===== config.mk =====
export PLATFORM = sky130hd
export DESIGN_NAME = serial_frame_ctrl
export DESIGN_NICKNAME = d
export VERILOG_FILES = /design/src/rtl/serial_frame_ctrl.sv
export SDC_FILE = /design/constraint.sdc
export NUM_CORES = 1
export LEC_CHECK = 0
export ABC_AREA = 1
export CORE_MARGIN = 1.5
export CORE_UTILIZATION = 52
export CTS_CLUSTER_DIAMETER = 200
export DETAILED_ROUTE_END_ITERATION = 12
export PLACE_DENSITY = 0.76
export SETUP_SLACK_MARGIN = 0.2
export SYNTH_ARGS = -nofsm -noshare
export SYNTH_HDL_FRONTEND = slang
export SYNTH_SLANG_ARGS = --single-unit

===== constraint.sdc =====
create_clock -name clk -period 1.7 [get_ports clk]
set_input_delay 0.51 -clock clk [delete_from_list [all_inputs] [get_ports clk]]
set_output_delay 0.51 -clock clk [all_outputs]
set_load 0.01 [all_outputs]

===== src/rtl/serial_frame_ctrl.sv =====
// Serial frame receiver: start bit, NBITS data bits MSB first, optional even parity, stop bit.
// Define SERIAL_FRAME_PARITY_EN to insert the parity state between data and stop.
module serial_frame_ctrl #(
  parameter int NBITS = 4
) (
  input  logic             clk,
  input  logic             res,
  input  logic             si,
  output logic             ena,
  output logic [NBITS-1:0] q,
  output logic             valid,
  input  logic             ack,
  output logic             busy,
  output logic             frame_err,
  output logic             overrun
);

  // state   | meaning
  // S_IDLE  | line idle, waiting for a start bit (si=0)
  // S_DATA  | shifting data bits into shadow, MSB first
  // S_PAR   | sampling the even-parity bit (parity build only)
  // S_STOP  | sampling the stop bit, committing or rejecting the frame
  typedef enum logic [1:0] {S_IDLE, S_DATA, S_PAR, S_STOP} state_t;

  localparam int CW = 3;
  localparam logic [CW-1:0] CNT_ONE = 1;

  state_t           state_q, state_d;
  logic [CW-1:0]    cnt_q, cnt_d;
  logic [NBITS-1:0] shadow_q, shadow_d;
  logic [NBITS-1:0] data_q, data_d;
  logic             valid_q, valid_d;
  logic             ferr_q, ferr_d;
  logic             ovr_q, ovr_d;
  logic             perr_q, perr_d;

  logic good_stop, bad_stop, load;

  always_ff @(posedge clk) begin
    if (res) begin
      state_q  <= S_IDLE;
      cnt_q    <= '0;
      shadow_q <= '0;
      data_q   <= '0;
      valid_q  <= 1'b0;
      ferr_q   <= 1'b0;
      ovr_q    <= 1'b0;
      perr_q   <= 1'b0;
    end else begin
      state_q  <= state_d;
      cnt_q    <= cnt_d;
      shadow_q <= shadow_d;
      data_q   <= data_d;
      valid_q  <= valid_d;
      ferr_q   <= ferr_d;
      ovr_q    <= ovr_d;
      perr_q   <= perr_d;
    end
  end

  always_comb begin
    state_d = state_q;
    case (state_q)
      S_IDLE: if (!si) state_d = S_DATA;
      S_DATA: begin
        if (cnt_q == '0) begin
`ifdef SERIAL_FRAME_PARITY_EN
          state_d = S_PAR;
`else
          state_d = S_STOP;
`endif
        end
      end
      S_PAR:   state_d = S_STOP;
      S_STOP:  state_d = S_IDLE;
      default: state_d = S_IDLE;
    endcase
  end

  // A parity failure makes the frame bad regardless of the stop bit.
  assign good_stop = (state_q == S_STOP) && si && !perr_q;
  assign bad_stop  = (state_q == S_STOP) && !good_stop;
  assign load      = good_stop && (!valid_q || ack);

  always_comb begin
    cnt_d    = cnt_q;
    shadow_d = shadow_q;
    data_d   = data_q;
    valid_d  = valid_q;
    ovr_d    = ovr_q;
    perr_d   = perr_q;
    ferr_d   = bad_stop;

    case (state_q)
      S_IDLE: begin
        if (!si) begin
          cnt_d  = CW'(NBITS - 1);
          perr_d = 1'b0;
        end
      end
      S_DATA: begin
        for (int i = 0; i < NBITS; i++) begin
          if (cnt_q == CW'(i)) shadow_d[i] = si;
        end
        if (cnt_q != '0) cnt_d = cnt_q - CNT_ONE;
      end
      S_PAR:   perr_d = ^{shadow_q, si};
      default: ;
    endcase

    if (valid_q && ack) begin
      valid_d = 1'b0;
      ovr_d   = 1'b0;
    end
    if (load) begin
      valid_d = 1'b1;
      data_d  = shadow_q;
    end
    if (good_stop && valid_q && !ack) ovr_d = 1'b1;
  end

  always_comb begin
    ena  = (state_q == S_DATA);
    busy = (state_q != S_IDLE);
  end

  assign q         = data_q;
  assign valid     = valid_q;
  assign frame_err = ferr_q;
  assign overrun   = ovr_q;

endmodule


# == Word level (Yosys, flattened, before mapping) ==
# Cells that the tools add are included.
# word_totals
regBits,17
output_inout_bits,9
input_bits,4
# op_classes
addsub,1
muxes,11
n_eq_ne,9
n_reduce_logical,28
# op_table
operator,n
2-bit AND reduction,6
2-bit nonzero test,5
2-bit case mux with 4 select lines,1
1-bit logical AND,7
3-bit by 2-bit equality test with 1-bit output (second input constant),2
3-bit two-way mux,2
3-bit case mux with 2 select lines,1
5-bit parity,1
2-bit equality test (second input constant),2
1-bit logical NOT,4
1-bit two-way mux,4
2-bit two-way mux,2
2-bit by 1-bit inequality test with 1-bit output (second input constant),2
3-bit by 1-bit equality test with 1-bit output (second input constant),1
3-bit logical NOT,1
3-bit AND reduction,1
3-bit nonzero test,1
3-bit by 1-bit subtractor with 3-bit output (second input constant),1
2-bit by 1-bit equality test with 1-bit output (second input constant),1
2-bit logical NOT,1
2-bit inequality test (second input constant),1
1-bit case mux with 2 select lines,1
1-bit logical OR,1

# == Depth between registers and ports, before layout ==
# Gate-level depths: netlist of run 1.
# logic_depth
ltp_word,6
mapped_depth,8

# == Worst setup path after synthesis of run 1 ==
# Ideal clock, no wire load.
# synth_path
path_type,reg-to-output
startpoint,reg state_q[0]
endpoint,out busy
path_stages_with_launch,4
t_arrival_ns,0.759
required_ns,1.190
slack_ns,0.431
cell_sequence,dfxtp_1 > inv_1 > ha_1 > inv_1
# synth_between
elab_chain_cells,1
# synth_lines
element,line,source
from (decl),28,"state_t state_q, state_d;"
from (signal assigned),50,state_q <= state_d;
2-bit nonzero test,124,busy = (state_q != S_IDLE);
to (decl),13,"output logic busy,"
# Every way passes these cells.

# == Final worst setup path of run 1 ==
# layout_path
startpoint,reg state_q[0]
endpoint,out ena
# layout_between
elab_chain_cells,1
# layout_lines
element,line,source
2-bit by 1-bit equality test with 1-bit output,123,ena = (state_q == S_DATA);
to (decl),9,"output logic ena,"
# Every way passes these cells.

==> summary.txt, run 1 <==
Run status
  • Status: finished, final reports clean

Floorplanning
  • IO Pins: 13
  • FP Rows: 15
  • Die area: a little over 2000 sq um
  • Initial Util: 0.549
  • Core area: roughly 1700 sq um
  • Die width: between 40 and 50 microns
  • Die Height: about 45 microns

Placement
  • DP Area: 1130 sq um
  • GPL Wtd Cong: about 0.7
  • Post-Place Cells: between 150 and 200
  • PortBufs: 12
  • HPWL after detailed placement: ~1.3 mm

Clock network
  • CTS Buf Count: 3
  • Clock-pin slew on the worst setup and hold paths: 0.10 ns
  • Root buffer cell: clkbuf_4
  • Clock Path Buffers: 2
  • Clock Sink Count: 17
  • H-tree depth: 1
  • CTS tree: done
  • Clock Latency Late Sink: about 0.28 ns

Timing
  • Final worst-path cycle share: 0.897
  • Slew margin rel.: 0.703
  • Tmin final: about 1.5 ns
  • Worst hold slack: about 0.48 ns
  • Final hold vios: 0
  • Worst-Margin Slew: 0.446 ns
  • Max Clock Freq: 0.656 GHz
  • Setup-failing EPs final: 0
  • RSZ-0062 raised after global routing: yes
  • Setup TNS: 0 ns
  • Final Max Tran Viols: 0
  • Setup Skew: 0.00814 ns

Finish
  • Core Util, Final: 0.708
  • # diodes: 0
  • Area of the multi-input gates: approximately 530 sq um
  • Fillers: ~130
  • FF/Latch Area: approximately 340 sq um
  • Final Cell Area: 1210 sq um
  • Fin nets: 150
  • Layout cell share with drive strength beyond 1: 0.304
  • Non-filler instance count after layout: 160
  • Area delta synth->final: 29.0%

Detailed routing
  • Final ANT Viol Nets: 0
  • Via density per instance: around 4.9
  • # DRC: 0
  • Drt pass-1 iters: 4
  • Avg WL per Cell: roughly 11 microns
  • Starting DRT DRC Count: 10
  • Post-Route WL: ~1.8 mm
  • Routed vias: between 700 and 800

Yosys
  • Xor and xnor fraction of the mapped netlist area: 0.0187
  • Synth warn: 0
  • Synth cell types: 26
  • Multiplexer share of the synthesized area: 0
  • Mean Syn Cell Area: around 8.5 sq um
  • Post-synthesis sequential area ratio: 0.363
  • Synth Cell Area: 937 sq um
  • Post-synthesis compound-gate area fraction: 0.200
  • Register bit total from synthesis: 17
  • Cells after synthesis: 110
  • Post-Synth Simple-Gate Area: 0.191
  • Adder-cell share of the synthesized area: 0.134
  • Largest family of logic cells by synthesized area: compound AO/OA/AOI/OAI gates
  • Syn_nets: between 100 and 150

Global routing
  • First-pass GRT wire length: just under 3 mm
  • All-Layer GR Usage: 0.195
  • Antenna violations before repair: 0
  • Vias in the first global route: about 700
  • GRT overflow: 0
  • Largest net degree at the start of global routing: 14

Critical path
  • Critical path endpoint category: output pin
  • Crit path DAT: between 1 and 1.5 ns
  • Worst Path Max Fanout: 3
  • Required @ worst endpoint: between 1 and 1.5 ns
  • Crit Reg-Reg Startpoint: state_q[0]
  • Worst reg2reg path endpoint: cnt_q[2]
  • CP Launch Type: flip-flop
  • Critical path class: flip-flop to output pin
  • Slack of the worst reg-to-reg path: about 0.35 ns
  • Critical Path End: ena
  • R2r worst-path depth: 8
  • CP startpoint: state_q[0]

Run
  • Maxcap violations: 0

Pwr
  • Pwr dens: 1390 nW/um^2
  • Peak supply drop: 0.911 mV
  • P_leak: ~0.00057 uW

Min path
  • Worst Hold Class: flip-flop to flip-flop
==> registers in the layout, summed over array words and instances, names as in the netlist <==
signal and flops:
cnt_q 3, q 4, state_q 2, shadow_q 4
valid 1, perr_q 1, overrun 1, frame_err 1
==> power breakdown <==
| group | internal (uW) | switching (uW) |
|---|---|---|
| clock | 90.9 | 122 |
| sequential | 499 | 85.4 |
| combinational | 411 | 476 |
| total | 1000 | 683 |
==> cell type report <==
| cell class | instances | share of cell area |
|---|---|---|
| Multi-Input combinational cell | 74 | 0.442 |
| Timing Repair Buffer | 23 | 0.168 |
| Clock buffer | 4 | 0.0217 |
| Inverter | 17 | 0.0590 |
| Tap cell | 25 | 0.0259 |
| Sequential cell | 17 | 0.284 |
==> synthesized netlist by cell type <==
| master | instances | area share |
|---|---|---|
| a21oi_1 | 12 | 0.064 |
| a21oi_2 | 4 | 0.037 |
| buf_6 | 1 | 0.012 |
| clkbuf_4 | 1 | 0.0080 |
| dfxtp_1 | 17 | 0.36 |
| ha_1 | 10 | 0.13 |
| inv_1 | 15 | 0.060 |
| inv_2 | 1 | 0.0040 |
| inv_6 | 1 | 0.0093 |
| nand2_1 | 13 | 0.052 |
| nand2_2 | 2 | 0.013 |
| nand2_4 | 2 | 0.024 |
| nand3_1 | 6 | 0.032 |
| nand3_2 | 1 | 0.011 |
| nor2_1 | 2 | 0.0080 |
| nor2_2 | 1 | 0.0067 |
| nor2_8 | 1 | 0.021 |
| nor3_1 | 1 | 0.0053 |
| nor3b_1 | 1 | 0.0080 |
| o21a_1 | 1 | 0.0080 |
| o21ai_0 | 8 | 0.043 |
| o21ai_1 | 2 | 0.011 |
| o21ai_2 | 4 | 0.037 |
| or2_4 | 1 | 0.0093 |
| xnor2_1 | 1 | 0.0093 |
| xor2_1 | 1 | 0.0093 |
==> worst max-delay path, cell delays in order (launching register included) <==
cell	delay, ns
dfxtp_2	0.35
buf_6	0.12
ha_4	0.15
buf_6	0.11
==> layout by cell type (no fill, tap or decap), drive strengths merged <==
cell type / Yosys / routed
xor2: 1 / 1
dlygate4sd2: 0 / 7
dlymetal6s2s: 0 / 1
nor3b: 1 / 1
nor2: 4 / 4
o21a: 1 / 1
a21oi: 16 / 16
buf: 1 / 13
or2: 1 / 1
nor3: 1 / 1
o21ai: 14 / 14
xnor2: 1 / 1
nand2: 17 / 17
clkdlybuf4s50: 0 / 2
inv: 17 / 17
dfxtp: 17 / 17
clkbuf: 1 / 4
ha: 10 / 10
nand3: 7 / 7
==> cell families after synthesis <==
family | after synthesis
AO/OA/AOI/OAI | 31
AND/OR/NAND/NOR | 31
buffers and inverters | 19
flip-flops | 17
adder cells (fa/ha/maj) | 10
XOR/XNOR | 2
==> timing repair <==
action / 4_1_cts / 5_1_grt
hold buffers: 0 / 0
setup buffers: 1 / 2
pin swaps: 0 / 2
gates resized for setup: 24 / 5
setup endpoints to repair: 9 / 5
==> through the flow <==
stage | total power, uW | setup WS [ns]
after floorplan | 1090 | 0.431
after global placement | 1330 | -0.0181
after detailed placement | 1360 | -0.0628
after CTS | 1620 | 0.152
after global routing | 1860 | 0.135
final | 1680 | 0.175
==> metal layers <==
layer	vias up	share of wire	GRT usage
met1	352	0.44	0.249
li1	407	-	-
met5	-	0	0
met2	20	0.50	0.332
met3	6	0.042	0.0357
met4	0	0.018	0.0529
==> worst min path at each step <==
| stage | startpoint | end | slack, ns | cells past startpoint |
|---|---|---|---|---|
| floorplan | shadow_q[2] | q[2] | 0.46 | 2 |
| global placement | overrun | overrun | 0.45 | 1 |
| detailed placement | overrun | overrun | 0.46 | 1 |
| CTS | overrun | overrun | 0.48 | 1 |
| global route | overrun | overrun | 0.50 | 1 |
| finish | overrun | overrun | 0.48 | 1 |
Note: power is estimated with default switching activity, not from simulation.
==> run 2, diff against run 1 <==
--- a/config.mk
+++ b/config.mk
@@ -15,3 +15,4 @@
 export SYNTH_ARGS = -nofsm -noshare
 export SYNTH_HDL_FRONTEND = slang
 export SYNTH_SLANG_ARGS = --single-unit
+export TNS_END_PERCENT = 100
==> results of run 2 <==
The final DEF is identical to that of run 1; final timing and power are the same.
==> run 3, diff against run 2 <==
--- a/config.mk
+++ b/config.mk
@@ -5,9 +5,8 @@
 export SDC_FILE = /design/constraint.sdc
 export NUM_CORES = 1
 export LEC_CHECK = 0
-export ABC_AREA = 1
 export CORE_MARGIN = 1.5
-export CORE_UTILIZATION = 52
+export CORE_UTILIZATION = 51
 export CTS_CLUSTER_DIAMETER = 200
 export DETAILED_ROUTE_END_ITERATION = 12
 export PLACE_DENSITY = 0.76
==> summary.txt, run 3 <==
Yosys
  • Post-synthesis sequential area ratio: 0.382 (was 0.363)
  • Synth Cell Area: 891 sq um (was 937 sq um)
  • Post-synth EDFFs: 0 (unchanged)
  • Synth warn: 0 (unchanged)
  • Largest area contributor in the netlist: dfxtp_1 (unchanged)
  • Top FF cell, synth: dfxtp_1 (unchanged)
  • Synth cell types: 29 (was 26)
  • Async set-reset flop share out of synthesis: 0 (unchanged)
  • Largest cells by area after synthesis: dfxtp_1, ha_1, mux2i_1, nor2_1, a211oi_1 (was dfxtp_1, ha_1, a21oi_1, inv_1, nand2_1)
  • Syn_nets: 109 (was 124)
  • Yosys top cell area share: 0.382 (was 0.363)
  • Mean Syn Cell Area: 9.38 sq um (was 8.52 sq um)
  • Most frequent cell after synthesis: dfxtp_1 (unchanged)
  • Register bit total from synthesis: 17 (unchanged)
  • Synth cell count leaders: dfxtp_1, ha_1, nor2_1 (was dfxtp_1, inv_1, nand2_1)
  • Cells after synthesis: 95 (was 110)

Critical path
  • Slowest stage delay, CP: 0.35 ns (about the same)
  • Worst Path Max Fanout: 4 (was 3)
  • Worst reg2reg path endpoint: cnt_q[1] (was cnt_q[2])
  • Critical path endpoint category: output pin (unchanged)
  • Most frequent CP cell: buf_6 (unchanged)
  • Crit path cell chain: buf_6, ha_4, buf_6 (unchanged)
  • Critical path class: flip-flop to output pin (unchanged)
  • WP buf/inv: 2 (unchanged)
  • Crit path DAT: 1.02 ns (was 1.01 ns)
  • Crit Reg-Reg Startpoint: state_q[0] (unchanged)
  • CP delay by family, top: flip-flops (unchanged)
  • CP Launch Type: flip-flop (unchanged)
  • Required @ worst endpoint: 1.19 ns (about the same)
  • R2r worst-path depth: 7 (was 8)
  • Slack of the worst reg-to-reg path: 0.22 ns (was 0.35 ns)
  • Slowest CP cell: dfxtp_2 (unchanged)

Clock network
  • Root buffer cell: clkbuf_4 (unchanged)
  • Clock-pin slew on the worst setup and hold paths: 0.10 ns (about the same)
  • Clock Latency Late Sink: 0.28 ns (about the same)
  • Clock Path Buffers: 2 (unchanged)
  • Clock Sink Count: 17 (unchanged)
  • CTS tree: done (unchanged)
  • H-tree depth: 1 (unchanged)
  • CTS Buf Count: 3 (unchanged)

Timing
  • Slew margin rel.: 0.783 (was 0.703)
  • RSZ-0062 raised after global routing: yes (unchanged)
  • Setup Skew: 0.00485 ns (was 0.00814 ns)
  • Setup TNS: 0 ns (unchanged)
  • Final worst-path cycle share: 0.900 (was 0.897)
  • Final hold vios: 0 (unchanged)
  • Max Clock Freq: 0.654 GHz (was 0.656 GHz)
  • Tmin final: 1.53 ns (was 1.52 ns)
  • PnR worst setup slack: 0.170 ns (was 0.175 ns)
  • Setup-failing EPs final: 0 (unchanged)
  • Final Max Tran Viols: 0 (unchanged)
  • Worst-Margin Slew: 0.324 ns (was 0.446 ns)

Placement
  • GPL Wtd Cong: 0.822 (was 0.715)
  • HPWL after detailed placement: 1.27 mm (was 1.30 mm)
  • PortBufs: 12 (unchanged)
  • DP Area: 1080 sq um (was 1130 sq um)
  • Post-placement setup slack: -0.198 ns (was -0.0628 ns)

Min path
  • WHS Endpoint: cnt_q[0] (was overrun)
  • Worst Hold Class: flip-flop to flip-flop (unchanged)
  • WHS Path Cells: 1 (unchanged)
  • Hold Crit Start: cnt_q[0] (was overrun)

Detailed routing
  • # DRC: 0 (unchanged)
  • Post-Route WL: 1.69 mm (was 1.79 mm)
  • Routed vias: 749 (was 785)
  • Via density per instance: 5.47 (was 4.91)
  • Starting DRT DRC Count: 13 (was 10)
  • Final ANT Viol Nets: 0 (unchanged)
  • Avg WL per Cell: 12.4 microns (was 11.2 microns)
  • Drt pass-1 iters: 4 (unchanged)

Pwr
  • Peak supply drop: 0.958 mV (was 0.911 mV)
  • P_leak: 0.000530 uW (was 0.000573 uW)
  • Pwr dens: 1460 nW/um^2 (was 1390 nW/um^2)
  • Overall power: 1760 uW (was 1680 uW)

Finish
  • Most frequent cells in the layout: dfxtp_1, buf_4, nor2_1 (was dfxtp_1, nand2_1, inv_1, a21oi_1, buf_4)
  • Area delta synth->final: 35.0% (was 29.0%)
  • Core Util, Final: 0.763 (was 0.708)
  • Area of the multi-input gates: 556 sq um (was 534 sq um)
  • Fin nets: 136 (was 150)
  • FF/Latch Area: 345 sq um (was 343 sq um)
  • # diodes: 0 (unchanged)
  • Fillers: 120 (was 131)
  • Final Cell Area: 1200 sq um (was 1210 sq um)
  • Layout cell share with drive strength beyond 1: 0.314 (was 0.304)

Global routing
  • First-pass GRT wire length: 2.88 mm (was 2.94 mm)
  • GRT overflow: 0 (unchanged)
  • Vias in the first global route: 674 (was 706)
  • Antenna violations before repair: 0 (unchanged)
  • Largest net degree at the start of global routing: 11 (was 14)
  • All-Layer GR Usage: 0.194 (was 0.195)

Floorplanning
  • IO Pins: 13 (unchanged)
  • Die Height: 44.8 microns (was 45.5 microns)
  • Initial Util: 0.565 (was 0.549)
  • Die width: 44.8 microns (was 45.5 microns)
  • FP Rows: 14 (was 15)
  • Core area: 1580 sq um (was 1710 sq um)
  • Die area: 2010 sq um (was 2070 sq um)

Run status
  • Status: finished, final reports clean (unchanged)

Run
  • Maxcap violations: 0 (unchanged)
run 3: cell count changes after synthesis, sizes merged, moves of 6 or more:
cell,previous run,this run
inv,17,5
nor2,4,10
a21oi,16,4
o21ai,14,2
nand2,17,7
mux2i,0,6
run 3: cell families (layout without fill, tap and decap cells):
logic type | count (synthesis) | count (layout) | share of synthesized area
simple gates | 34 | 34 | 0.205
compound gates | 13 | 13 | 0.0997
fa+ha+maj | 10 | 10 | 0.140
mux | 6 | 6 | 0.0674
xor+xnor | 5 | 5 | 0.0492
buf+inv | 10 | 36 | 0.0562
flops | 17 | 17 | 0.382
run 3: worst max path at each step:
stage               start        to  slack (ns)  depth (start not counted)
2_1_floorplan  state_q[1]  cnt_q[0]        0.24                          7
3_3_place_gp           si      q[2]       -0.13                          7
3_5_place_dp           si      q[3]       -0.20                          7
4_1_cts        state_q[0]       ena        0.12                          3
5_1_grt        state_q[0]       ena        0.14                          3
6_report       state_q[0]       ena        0.17                          3
run 3: cell type report:
cell class | count | area share
clock buffers | 3 | 0.0187
clock inverters | 1 | 0.00416
inverters | 5 | 0.0177
multi-input cells | 68 | 0.462
flip-flops and latches | 17 | 0.287
well taps | 16 | 0.0166
repair buffers | 27 | 0.194
run 3: worst reg2reg max path, cell delays in order, from the launching register on:
cell and delay (ns):
dfxtp_2 0.35, buf_6 0.13, ha_4 0.15, buf_4 0.15, nor2b_4 0.14, a221oi_4 0.25, nor2_1 0.10, a211oi_2 0.14
run 3: metrics by stage:
step	cells	hold slack (ns)
6_report	137	0.479
5_1_grt	137	0.499
4_1_cts	135	0.506
3_5_place_dp	129	0.494
3_3_place_gp	129	0.472
2_1_floorplan	95	0.461
run 3: what timing repair did:
item | CTS | global route
setup endpoints to repair | 17 | 8
gates resized for setup | 21 | 16
setup buffers | 2 | 2
hold buffers | 0 | 0
pin swaps | 5 | 3
run 3: report_power, final:
part	total, uW	switching [uW]	leakage (uW)	internal [uW]
Sequential	552	72.6	0.000139	480
Combinational	992	486	0.000373	506
Clock	215	127	0.0000177	87.2
run 3: layer usage:
metal	GRT usage	up-vias	wire, microns
met1	0.248	354	799
met4	0.0765	0	14
met3	0.0360	4	50
met2	0.325	15	828
met5	0	-	0
li1	-	376	-
